===== src/rtl/prewish_blinky.sv =====
// prewish_blinky
//   Mask player downstream of the mentor stage. A rising edge on STB_I
//   loads the 8-bit mask on DAT_I. The mask is then played out on LED_O,
//   MSB first, with each bit held for 2^PRESCALER_BITS clocks. Playback
//   loops until a new mask is loaded. Loading zero stops playback and
//   parks the LED low.
//
// Ports
//   CLK_I    system clock, rising edge
//   RST_I    asynchronous reset, active low
//   STB_I    load strobe; a sampled rising edge requests a load
//   DAT_I    [7:0] mask, sampled only on the accepting edge
//   ACK_O    one-cycle pulse following each accepted load
//   LED_O    current mask bit (0 while idle)
//   FRAME_O  one-cycle pulse when playback wraps from bit 0 back to bit 7
//   BUSY_O   high while a non-zero mask is playing
//
// All outputs are registered.
module prewish_blinky #(
  parameter int PRESCALER_BITS = 3
) (
  input  logic       CLK_I,
  input  logic       RST_I,
  input  logic       STB_I,
  input  logic [7:0] DAT_I,
  output logic       ACK_O,
  output logic       LED_O,
  output logic       FRAME_O,
  output logic       BUSY_O
);

  // A 2-bit encoding leaves unused codes. The default branch of the case
  // statement pulls them back to IDLE.
  typedef enum logic [1:0] {
    IDLE = 2'b00,
    RUN  = 2'b01
  } state_t;

  state_t                    state;
  logic [7:0]                mask_reg;
  logic [2:0]                bit_idx;
  logic [PRESCALER_BITS-1:0] prescale;
  logic                      stb_prev;

  logic       load;
  logic       tick;
  logic [2:0] nxt_idx;

  // A strobe held high produces only one load. A strobe that is already
  // high at reset release loads on the first edge, because stb_prev
  // resets to 0.
  assign load    = STB_I & ~stb_prev;
  // The prescaler is at its terminal count, so this is the last cycle of
  // the current bit.
  assign tick    = &prescale;
  // Wraps 0 -> 7 naturally (modulo 8).
  assign nxt_idx = bit_idx - 3'd1;

  always_ff @(posedge CLK_I or negedge RST_I) begin
    if (!RST_I) begin
      state    <= IDLE;
      mask_reg <= 8'h00;
      bit_idx  <= 3'd7;
      prescale <= '0;
      stb_prev <= 1'b0;
      ACK_O    <= 1'b0;
      LED_O    <= 1'b0;
      FRAME_O  <= 1'b0;
      BUSY_O   <= 1'b0;
    end else begin
      stb_prev <= STB_I;
      ACK_O    <= load;
      FRAME_O  <= 1'b0;

      if (load) begin
        // A load restarts playback from bit 7. Any tick on this same edge
        // is dropped.
        mask_reg <= DAT_I;
        prescale <= '0;
        bit_idx  <= 3'd7;
        if (DAT_I != 8'h00) begin
          state  <= RUN;
          LED_O  <= DAT_I[7];
          BUSY_O <= 1'b1;
        end else begin
          state  <= IDLE;
          LED_O  <= 1'b0;
          BUSY_O <= 1'b0;
        end
      end else begin
        case (state)
          IDLE: begin
            prescale <= '0;
            LED_O    <= 1'b0;
            BUSY_O   <= 1'b0;
          end
          RUN: begin
            prescale <= prescale + 1'b1;
            BUSY_O   <= 1'b1;
            if (tick) begin
              bit_idx <= nxt_idx;
              LED_O   <= mask_reg[nxt_idx];
              if (bit_idx == 3'd0) FRAME_O <= 1'b1;
            end
          end
          default: begin
            state    <= IDLE;
            prescale <= '0;
            bit_idx  <= 3'd7;
            LED_O    <= 1'b0;
            BUSY_O   <= 1'b0;
          end
        endcase
      end
    end
  end

endmodule

===== config.mk =====
export PLATFORM = sky130hd
export DESIGN_NAME = prewish_blinky
export DESIGN_NICKNAME = d
export VERILOG_FILES = /design/src/rtl/prewish_blinky.sv
export SDC_FILE = /design/constraint.sdc
export NUM_CORES = 1
export LEC_CHECK = 0
export BUFFER_PORTS_ARGS = -buffer_cell sky130_fd_sc_hd__buf_4
export CORE_AREA = 2 2 50 52
export DETAILED_ROUTE_END_ITERATION = 10
export DIE_AREA = 0 0 52 54
export GPL_ROUTABILITY_DRIVEN = 0
export PLACE_DENSITY = 0.56
export SLEW_MARGIN = 20
export SYNTH_ARGS = -nofsm -noshare
export SYNTH_HDL_FRONTEND = slang
export SYNTH_SLANG_ARGS = --single-unit

===== constraint.sdc =====
create_clock -name CLK_I -period 3.7 [get_ports CLK_I]
set_input_delay 0.74 -clock CLK_I [delete_from_list [all_inputs] [get_ports CLK_I]]
set_output_delay 0.74 -clock CLK_I [all_outputs]
set_load 0.02 [all_outputs]

* Yosys cells after proc, flatten, opt, wreduce, memory -nomap -nowiden
Index checks and enable logic that the tools add are counted.
Widths: inputs -> output; s select.
** Storage, ports and cells
- Register bits :: 21
- Bits in latches :: 0
- Memory bits (writable) :: 0
- ROM bits :: 0
- Input bits :: 11
- Logic and storage cells :: 45
- Memories :: 0
** Cells by class
- Add/sub/neg operators :: 2
- Multipliers :: 0
- Divide/modulo/power cells :: 0
- Magnitude comparators :: 1
- Equality and inequality tests :: 4
- Shift-type cells :: 0
- Multiplexer cells :: 21
- Bitwise operators :: 2
- Reduce and logical (&&, ||, !) cells :: 6
** Operators with widths (number)
- $mux 1 :: 13
- $mux 3 :: 4
- $reduce_bool 8->1 :: 1
- $pmux 3 s2 :: 1
- $lt 3x4->1 const B :: 1
- $mux 2 :: 2
- $add 3x1->3 const B :: 1
- $bmux 1 s3 :: 1
- $logic_not 3->1 :: 1
- $ne 3x3->1 const B :: 1
- $reduce_and 3->1 :: 1
- $sub 3x1->3 const B :: 1
- $eq 2x1->1 const B :: 1
- $logic_not 2->1 :: 1
- $ne 2x1->1 const B :: 1
- $ne 2x2->1 const B :: 1
- $reduce_and 2->1 :: 1
- $reduce_or 2->1 :: 1
- $and 1x1->1 :: 1
- $not 1->1 :: 1

* Depth between registers and ports, before layout
Gate-level depths: netlist (run 1).
- Word-level depth :: 6
- Depth in mapped cells :: 6
- Depth with buffers taken out :: 6

* Least setup slack after synthesis (run 1)
Ideal clock, no wire load.
- Path kind :: register to register
- Start :: reg bit_idx[0]
- End :: reg LED_O
- Setup time :: 0.131 ns
- Arrival time :: 1.785 ns
- Required time :: 3.569 ns
- Slack :: 1.784 ns
- Stages on the path, launching flop included :: 7
- Buffers on the path :: 0
- Clock period less this slack :: 1.916 ns
- Cell sequence :: dfstp_2 > inv_1 > ha_1 > xor2_1 > mux4_1 > mux2i_1 > o211ai_1
** Between the ends
- Cells in the longest elaborated chain, start to end :: 6
** Ends and longest elaborated chain
- start, declared :: line 41 : logic [2:0] bit_idx;
- start signal, assigned :: line 101 : bit_idx <= nxt_idx;
- $sub 3x1->3 :: line 57 : assign nxt_idx = bit_idx - 3'd1;
- $bmux 1 s3 :: line 102 : LED_O <= mask_reg[nxt_idx];
- $mux 1 (implied by the code) :: line 102
- $mux 1 :: line 100 : if (tick) begin
- $mux 1 :: line 91 : case (state)
- $mux 1 :: line 75 : if (load) begin
- end signal, assigned :: line 83 : LED_O <= DAT_I[7];
- end signal, assigned :: line 102
- end, declared :: line 27 : output logic LED_O,
No other way between the ends. The select of a mux whose other input is x is not followed.
A chain may end at the register's enable or synchronous reset.

* Worst setup path after layout (run 1)
Same ends and word-level chain as after synthesis.

==> key figures, run 1 <==
Run status
  • Outcome: finished, final reports clean

Logic synthesis
  • Top cell type's share of synthesized area: 49.1%
  • Post-Syn Instances: 80
  • Number of distinct standard cells referenced by the synthesized netlist: 19
  • Most numerous cell types in the synthesized netlist: sky130_fd_sc_hd__nand2_1 (29), sky130_fd_sc_hd__dfrtp_1 (17), sky130_fd_sc_hd__ha_1 (4)
  • Share of flip-flops with an asynchronous set or reset after synthesis: 100%
  • Yosys top cell by area: sky130_fd_sc_hd__dfrtp_1
  • Top_reg_cell synth: sky130_fd_sc_hd__dfrtp_1
  • Part of the Yosys area used for sequential elements: 58.2%
  • Mean instance size in the synthesized netlist: 10.8 um2
  • FF+latch count, synth: 20
  • Count of warnings emitted by yosys: 0
  • Top post-synthesis cells by area: sky130_fd_sc_hd__dfrtp_1 (49%), sky130_fd_sc_hd__nand2_1 (13%), sky130_fd_sc_hd__dfstp_2 (9.1%)
  • Cell with the most instances after synthesis: sky130_fd_sc_hd__nand2_1
  • Number of nets produced by synthesis: 95
  • Number of enable-type register cells in the synthesized netlist: 0
  • Cell Area, Synth: 867 um2

Route
  • Average vias per placed instance: 4.80
  • DR vias: 600
  • Routed len/inst: 11.5 um
  • Number of routed nets with antenna violations: 0
  • Number of violations reported at the end of detailed-routing iteration 0: 10
  • Total DRC errors in the routed layout: 0
  • Initial DRT Pass Iterations: 4
  • Final wirelength: 1.44 mm

Timing
  • Least-Margin Pin Slew: 0.569 ns
  • Maximum frequency from static timing analysis: 0.478 GHz
  • Worst slew slack as a fraction of its limit: 62.1%
  • Setup Viol. Count Final: 0
  • Final-report max-slew violation count: 0
  • Clock Skews: 0.00238 ns
  • Minimum clock period after layout: 2.09 ns
  • Number of endpoints with negative hold slack in the final report: 0
  • Setup repair after global routing missed its margin: false
  • Total Negative Setup Slacks: 0 ns
  • Post-Route Hold Slack: 0.302 ns
  • Final worst-path cycle share: 56.5%

Critical path
  • Critical Path Source Type: register
  • Arrival time of the worst setup path: 2.27 ns
  • Endpoint class of the critical path: register
  • Cell chain of the critical path: inv_1, ha_1, xor2_1, mux4_1, mux2i_1, o211ai_1
  • Slowest CP cell: sky130_fd_sc_hd__mux4_1
  • Class of the most critical setup path: register to register
  • Largest stage delay, worst path: 0.58 ns
  • Buf+Inv Stages, Crit Path: 1
  • Required time at the worst-slack endpoint: 3.88 ns
  • CP top delay family: multiplexers
  • Maximum net fanout on the critical path: 4

GRT
  • Remaining Overflow, GRT: 0
  • Wire length of the first global-routing pass: 2.68 mm
  • Total routing resource utilization after global routing: 13.3%
  • Largest net degree at the start of global routing: 21
  • Antenna violations before repair: 0
  • Number of global-route vias before repair: 632

Die
  • Die area: 0.00281 mm2
  • DIE HEIGHT: 54 um
  • Core area: 0.00232 mm2
  • Initial Util: 37.4%
  • Num ports: 15
  • Number of cell rows: 18
  • Die Wd: 52 um

Clock network
  • Number of setup buffers added after CTS: 0
  • Number of CTS-inserted buffers: 3
  • Number of clock sinks: 20
  • Clock-pin slew of the registers on the worst-case setup and hold paths: 0.10 ns
  • Count of hold buffers inserted by post-cts repair: 0
  • CTS H-tree depth: 1
  • CTS resizes: 0
  • Clock tree from TritonCTS: done
  • Clock network latency to the later pin of the worst-skew pair: 0.29 ns
  • CTS Root Cell: sky130_fd_sc_hd__clkbuf_4
  • Buffers from clock root to sink, at most: 2

Final layout
  • Synthesis-to-finish area growth: 19.3%
  • Diodes inserted: 0
  • Max FFs per register: 8
  • Fraction of layout instances using a drive strength above 1: 22.1%
  • Net count, final: 111
  • Count of placed standard cells in the final layout, fillers left out: 125
  • Count of filler cells inserted in the layout: 227

Power
  • Power per Cell Area: 499 mW/mm2
  • PnR Total Power: 516 uW
  • Worst VDD drop: 253 uV
  • Leak Pwr: 0.532 nW

Place
  • Placed instance count: 121
  • Detailed Place HPWL: 1.05 mm
  • Count of input and output buffers: 14

Flow run
  • Maximum capacitance violations: 0

Min path
  • Worst hold-check path type: input port to async pin
-- per-stage QoR --
stage	setup slack, ns	utilization (%)	cell area [um2]
2_1_floorplan	1.78	-	867
6_report	1.61	44.6	1030
5_1_grt	1.50	44.6	1030
3_5_place_dp	1.63	43.0	998
4_1_cts	1.60	44.6	1030
3_3_place_gp	1.60	43.0	998
-- placed cells by master, fill, tap and decap left out --
cell type	netlist	layout
sky130_fd_sc_hd__and3_1	2	2
sky130_fd_sc_hd__nor3b_1	1	1
sky130_fd_sc_hd__mux2i_1	1	1
sky130_fd_sc_hd__clkbuf_4	0	3
sky130_fd_sc_hd__mux4_1	2	2
sky130_fd_sc_hd__clkbuf_8	0	1
sky130_fd_sc_hd__buf_4	0	14
sky130_fd_sc_hd__o211ai_1	2	2
sky130_fd_sc_hd__a31oi_1	2	2
sky130_fd_sc_hd__nor4_1	2	2
sky130_fd_sc_hd__nor2_1	2	2
sky130_fd_sc_hd__nand2_1	29	29
sky130_fd_sc_hd__inv_1	3	3
sky130_fd_sc_hd__dfstp_2	3	3
sky130_fd_sc_hd__xnor2_1	1	1
sky130_fd_sc_hd__dfrtp_1	17	17
sky130_fd_sc_hd__nand4b_1	1	1
sky130_fd_sc_hd__ha_1	4	4
sky130_fd_sc_hd__xor2_1	2	2
sky130_fd_sc_hd__nand2b_1	1	1
sky130_fd_sc_hd__nand3_1	2	2
-- area by class of cell --
cell class | count | area, um2 | share of cell area (%)
sequential | 20 | 504 | 48.7
multi-input combinational | 54 | 340 | 32.9
timing repair buffer | 14 | 105 | 10.2
tap | 30 | 37.5 | 3.63
clock buffer | 4 | 36.3 | 3.51
inverter | 3 | 11.3 | 1.09
-- worst reg2reg max path, stage by stage (launching register included) --
cell and delay [ns]:
sky130_fd_sc_hd__dfstp_2 0.53, sky130_fd_sc_hd__inv_1 0.08, sky130_fd_sc_hd__ha_1 0.24, sky130_fd_sc_hd__xor2_1 0.26, sky130_fd_sc_hd__mux4_1 0.58, sky130_fd_sc_hd__mux2i_1 0.18, sky130_fd_sc_hd__o211ai_1 0.10
-- routing by layer --
layer	global-route usage [%]	routed length, um	vias up
li1	-	-	299
met1	17.1	709	280
met2	20.3	616	17
met3	1.94	71	4
met4	10.1	44	0
met5	0	0	-
-- power by group --
part / switching (mW) / internal [mW] / leakage (nW)
clock network: 0.0616 / 0.0600 / 0.0210
registers: 0.0151 / 0.259 / 0.236
logic: 0.0600 / 0.0601 / 0.275
-- final timing paths --
| path | from | end | slack [ns] | depth (start not counted) |
|---|---|---|---|---|
| max | bit_idx[0]$_DFFE_PN1P_ | LED_O$_DFFE_PN0P_ | 1.61 | 6 |
| min | RST_I | mask_reg[4]$_DFFE_PN0P_ | 0.30 | 1 |
| max reg2reg | bit_idx[0]$_DFFE_PN1P_ | LED_O$_DFFE_PN0P_ | 1.61 | 6 |
| min reg2reg | prescale[0]$_DFF_PN0_ | prescale[0]$_DFF_PN0_ | 0.44 | 1 |
| max in group asynchronous | RST_I | bit_idx[0]$_DFFE_PN1P_ | 3.14 | 1 |
| min in group CLK_I | prescale[0]$_DFF_PN0_ | prescale[0]$_DFF_PN0_ | 0.44 | 1 |
-- cells by family (layout without fill, tap and decap cells) --
kind of cell	count (synthesis)	after routing	share of synthesized area [%]
adder cells (fa/ha/maj)	4	4	5.77
AND/OR/NAND/NOR	40	40	20.1
buffers and inverters	6	21	2.60
XOR/XNOR	3	3	3.03
multiplexers	3	3	7.22
flip-flops	20	20	58.2
AO/OA/AOI/OAI	4	4	3.17
Power figures use the tool's default switching activity.
==> inputs of run 2 (changes only) <==
==> constraint.sdc (replaced) <==
create_clock -name CLK_I -period 2 [get_ports CLK_I]
set_input_delay 0.4 -clock CLK_I [delete_from_list [all_inputs] [get_ports CLK_I]]
set_output_delay 0.4 -clock CLK_I [all_outputs]
set_load 0.02 [all_outputs]
==> key figures, run 2 (synthesis results as in run 1) <==
Place
  • Count of input and output buffers: 14 (unchanged)
  • Detailed Place HPWL: 1.26 mm (+20%)
  • Pre-CTS worst setup slack: -0.0197 ns (-1.65 ns)
  • Placed instance count: 123 (+1.7%)

Clock network
  • Clock tree from TritonCTS: done
  • CTS H-tree depth: 1 (unchanged)
  • Number of clock sinks: 20 (unchanged)
  • CTS Root Cell: sky130_fd_sc_hd__clkbuf_4
  • Clock-pin slew of the registers on the worst-case setup and hold paths: 0.12 ns (+0.02 ns)
  • Buffers from clock root to sink, at most: 2 (unchanged)
  • Clock network latency to the later pin of the worst-skew pair: 0.30 ns (about the same)
  • Number of CTS-inserted buffers: 3 (unchanged)

Timing
  • Worst slew slack as a fraction of its limit: 73.3% (+11 points)
  • Final-report max-slew violation count: 0 (unchanged)
  • Post-Route Hold Slack: 0.200 ns (-0.102 ns)
  • Number of endpoints with negative hold slack in the final report: 0 (unchanged)
  • Least-Margin Pin Slew: 0.397 ns (-0.172 ns)
  • Setup Viol. Count Final: 0 (unchanged)
  • Clock Skews: 0.00497 ns (+0.00259 ns)
  • Maximum frequency from static timing analysis: 0.517 GHz (+8.0%)
  • Post-layout worst setup margin: 0.0639 ns (-1.54 ns)
  • Minimum clock period after layout: 1.94 ns (-0.155 ns)
  • Final worst-path cycle share: 96.8% (+40 points)
  • Setup repair after global routing missed its margin: false

GRT
  • Remaining Overflow, GRT: 0 (unchanged)
  • Largest net degree at the start of global routing: 21 (unchanged)
  • Wire length of the first global-routing pass: 2.71 mm (+1.3%)
  • Antenna violations before repair: 0 (unchanged)
  • Number of global-route vias before repair: 587 (-7.1%)
  • Total routing resource utilization after global routing: 13.9% (+0.66 points)

Critical path
  • Critical Path Source Type: register
  • Maximum net fanout on the critical path: 2 (-2)
  • Endpoint class of the critical path: register
  • Class of the most critical setup path: register to register
  • Arrival time of the worst setup path: 2.13 ns (-0.14 ns)
  • Required time at the worst-slack endpoint: 2.20 ns (-1.68 ns)

Route
  • Top routing layer in use: met4
  • Routed length on met3: 64 um (-9.9%)
  • Average vias per placed instance: 4.64 (-3.3%)
  • Met1 layer wirelength in the final routing: 741 um (+4.5%)
  • Number of routed nets with antenna violations: 0 (unchanged)
  • Routed len/inst: 12.6 um (+9.0%)
  • Detailed-routed wire length on met2: 775 um (+26%)
  • Final wirelength: 1.61 mm (+12%)
  • Total DRC errors in the routed layout: 0 (unchanged)
  • DR vias: 594 (-1.0%)
  • Initial DRT Pass Iterations: 4 (unchanged)
  • Number of violations reported at the end of detailed-routing iteration 0: 6 (-4)

Die
  • Core area: 0.00232 mm2 (unchanged)
  • Number of cell rows: 18 (unchanged)
  • DIE HEIGHT: 54 um (unchanged)
  • Die Wd: 52 um (unchanged)
  • Initial Util: 37.4% (unchanged)
  • Die area: 0.00281 mm2 (unchanged)
  • Num ports: 15 (unchanged)

Power
  • Leak Pwr: 0.554 nW (+4.0%)
  • Worst VDD drop: 540 uV (+110%)
  • Power per Cell Area: 1000 mW/mm2 (+100%)

Flow run
  • Maximum capacitance violations: 0 (unchanged)

Final layout
  • Net count, final: 114 (+2.7%)
  • Count of placed standard cells in the final layout, fillers left out: 128 (+2.4%)
  • Leading cell types in the layout, fill and taps excluded: sky130_fd_sc_hd__nand2_1 (29), sky130_fd_sc_hd__dfrtp_1 (17), sky130_fd_sc_hd__buf_4 (16)
  • Count of filler cells inserted in the layout: 225 (-0.88%)
  • Fraction of layout instances using a drive strength above 1: 24.5% (+2.4 points)
  • Diodes inserted: 0 (unchanged)
  • Leading cell type in the layout, fill and taps excluded: sky130_fd_sc_hd__nand2_1
  • Max FFs per register: 8 (unchanged)
  • Synthesis-to-finish area growth: 25.0%

Run status
  • Outcome: finished, final reports clean

Min path
  • Worst hold-check path type: input port to register
[run 2: worst paths after layout]
path / slack, ns / start / cells past startpoint / to
max in group asynchronous: 1.24 / RST_I / 2 / bit_idx[1]$_DFFE_PN1P_
worst max-delay path: 0.06 / bit_idx[0]$_DFFE_PN1P_ / 6 / LED_O$_DFFE_PN0P_
min in group asynchronous: 0.49 / RST_I / 2 / prescale[0]$_DFF_PN0_
worst min-delay path: 0.20 / STB_I / 1 / stb_prev$_DFF_PN0_
worst max register to register: 0.06 / bit_idx[0]$_DFFE_PN1P_ / 6 / LED_O$_DFFE_PN0P_
worst min register to register: 0.44 / prescale[0]$_DFF_PN0_ / 1 / prescale[0]$_DFF_PN0_
[run 2: final cells by class]
class / instances / area (um2) / share of cell area [%]
repair buffers: 17 / 130 / 12.0
well taps: 30 / 37.5 / 3.46
flip-flops and latches: 20 / 504 / 46.5
clock buffers: 3 / 22.5 / 2.08
multi-input cells: 54 / 348 / 32.1
clock inverters: 1 / 30.0 / 2.77
inverters: 3 / 11.3 / 1.04
[run 2: what timing repair did]
item / CTS / global route
cloned: 0 / 0
buffers inserted: 0 / 0
setup endpoints to repair: 1 / 1
hold endpoints to repair: 17 / 0
gates resized for setup: 1 / 0
hold buffers: 1 / 0
pin swaps: 0 / 1
[run 2: through the flow]
| step | total power [mW] | area, um2 | util [%] | TNS [ns] |
|---|---|---|---|---|
| after detailed placement | 0.763 | 1010 | 43.7 | -0.0197 |
| after global placement | 0.747 | 1010 | 43.7 | 0 |
| after CTS | 1.10 | 1080 | 46.7 | 0 |
| final | 1.08 | 1080 | 46.7 | 0 |
| after global routing | 1.15 | 1080 | 46.7 | 0 |
| after floorplan | 0.671 | 867 | - | 0 |
[run 2: critical path, stage by stage, from the launching register on]
cell and delay [ns]:
sky130_fd_sc_hd__dfstp_2 0.54, sky130_fd_sc_hd__inv_1 0.05, sky130_fd_sc_hd__ha_1 0.23, sky130_fd_sc_hd__xor2_2 0.20, sky130_fd_sc_hd__mux4_1 0.57, sky130_fd_sc_hd__mux2i_1 0.15
sky130_fd_sc_hd__o211ai_1 0.09
[run 2: per-layer routing]
layer,track usage (%),vias up
met5,0,-
met4,9.21,0
met3,2.50,4
met2,22.2,15
met1,17.4,275
li1,-,300
[run 2: power by group]
| part | switching [mW] | internal [mW] | total (mW) |
|---|---|---|---|
| Combinational | 0.117 | 0.125 | 0.242 |
| Sequential | 0.0295 | 0.480 | 0.509 |
| Clock | 0.130 | 0.203 | 0.332 |
| Total | 0.276 | 0.807 | 1.08 |
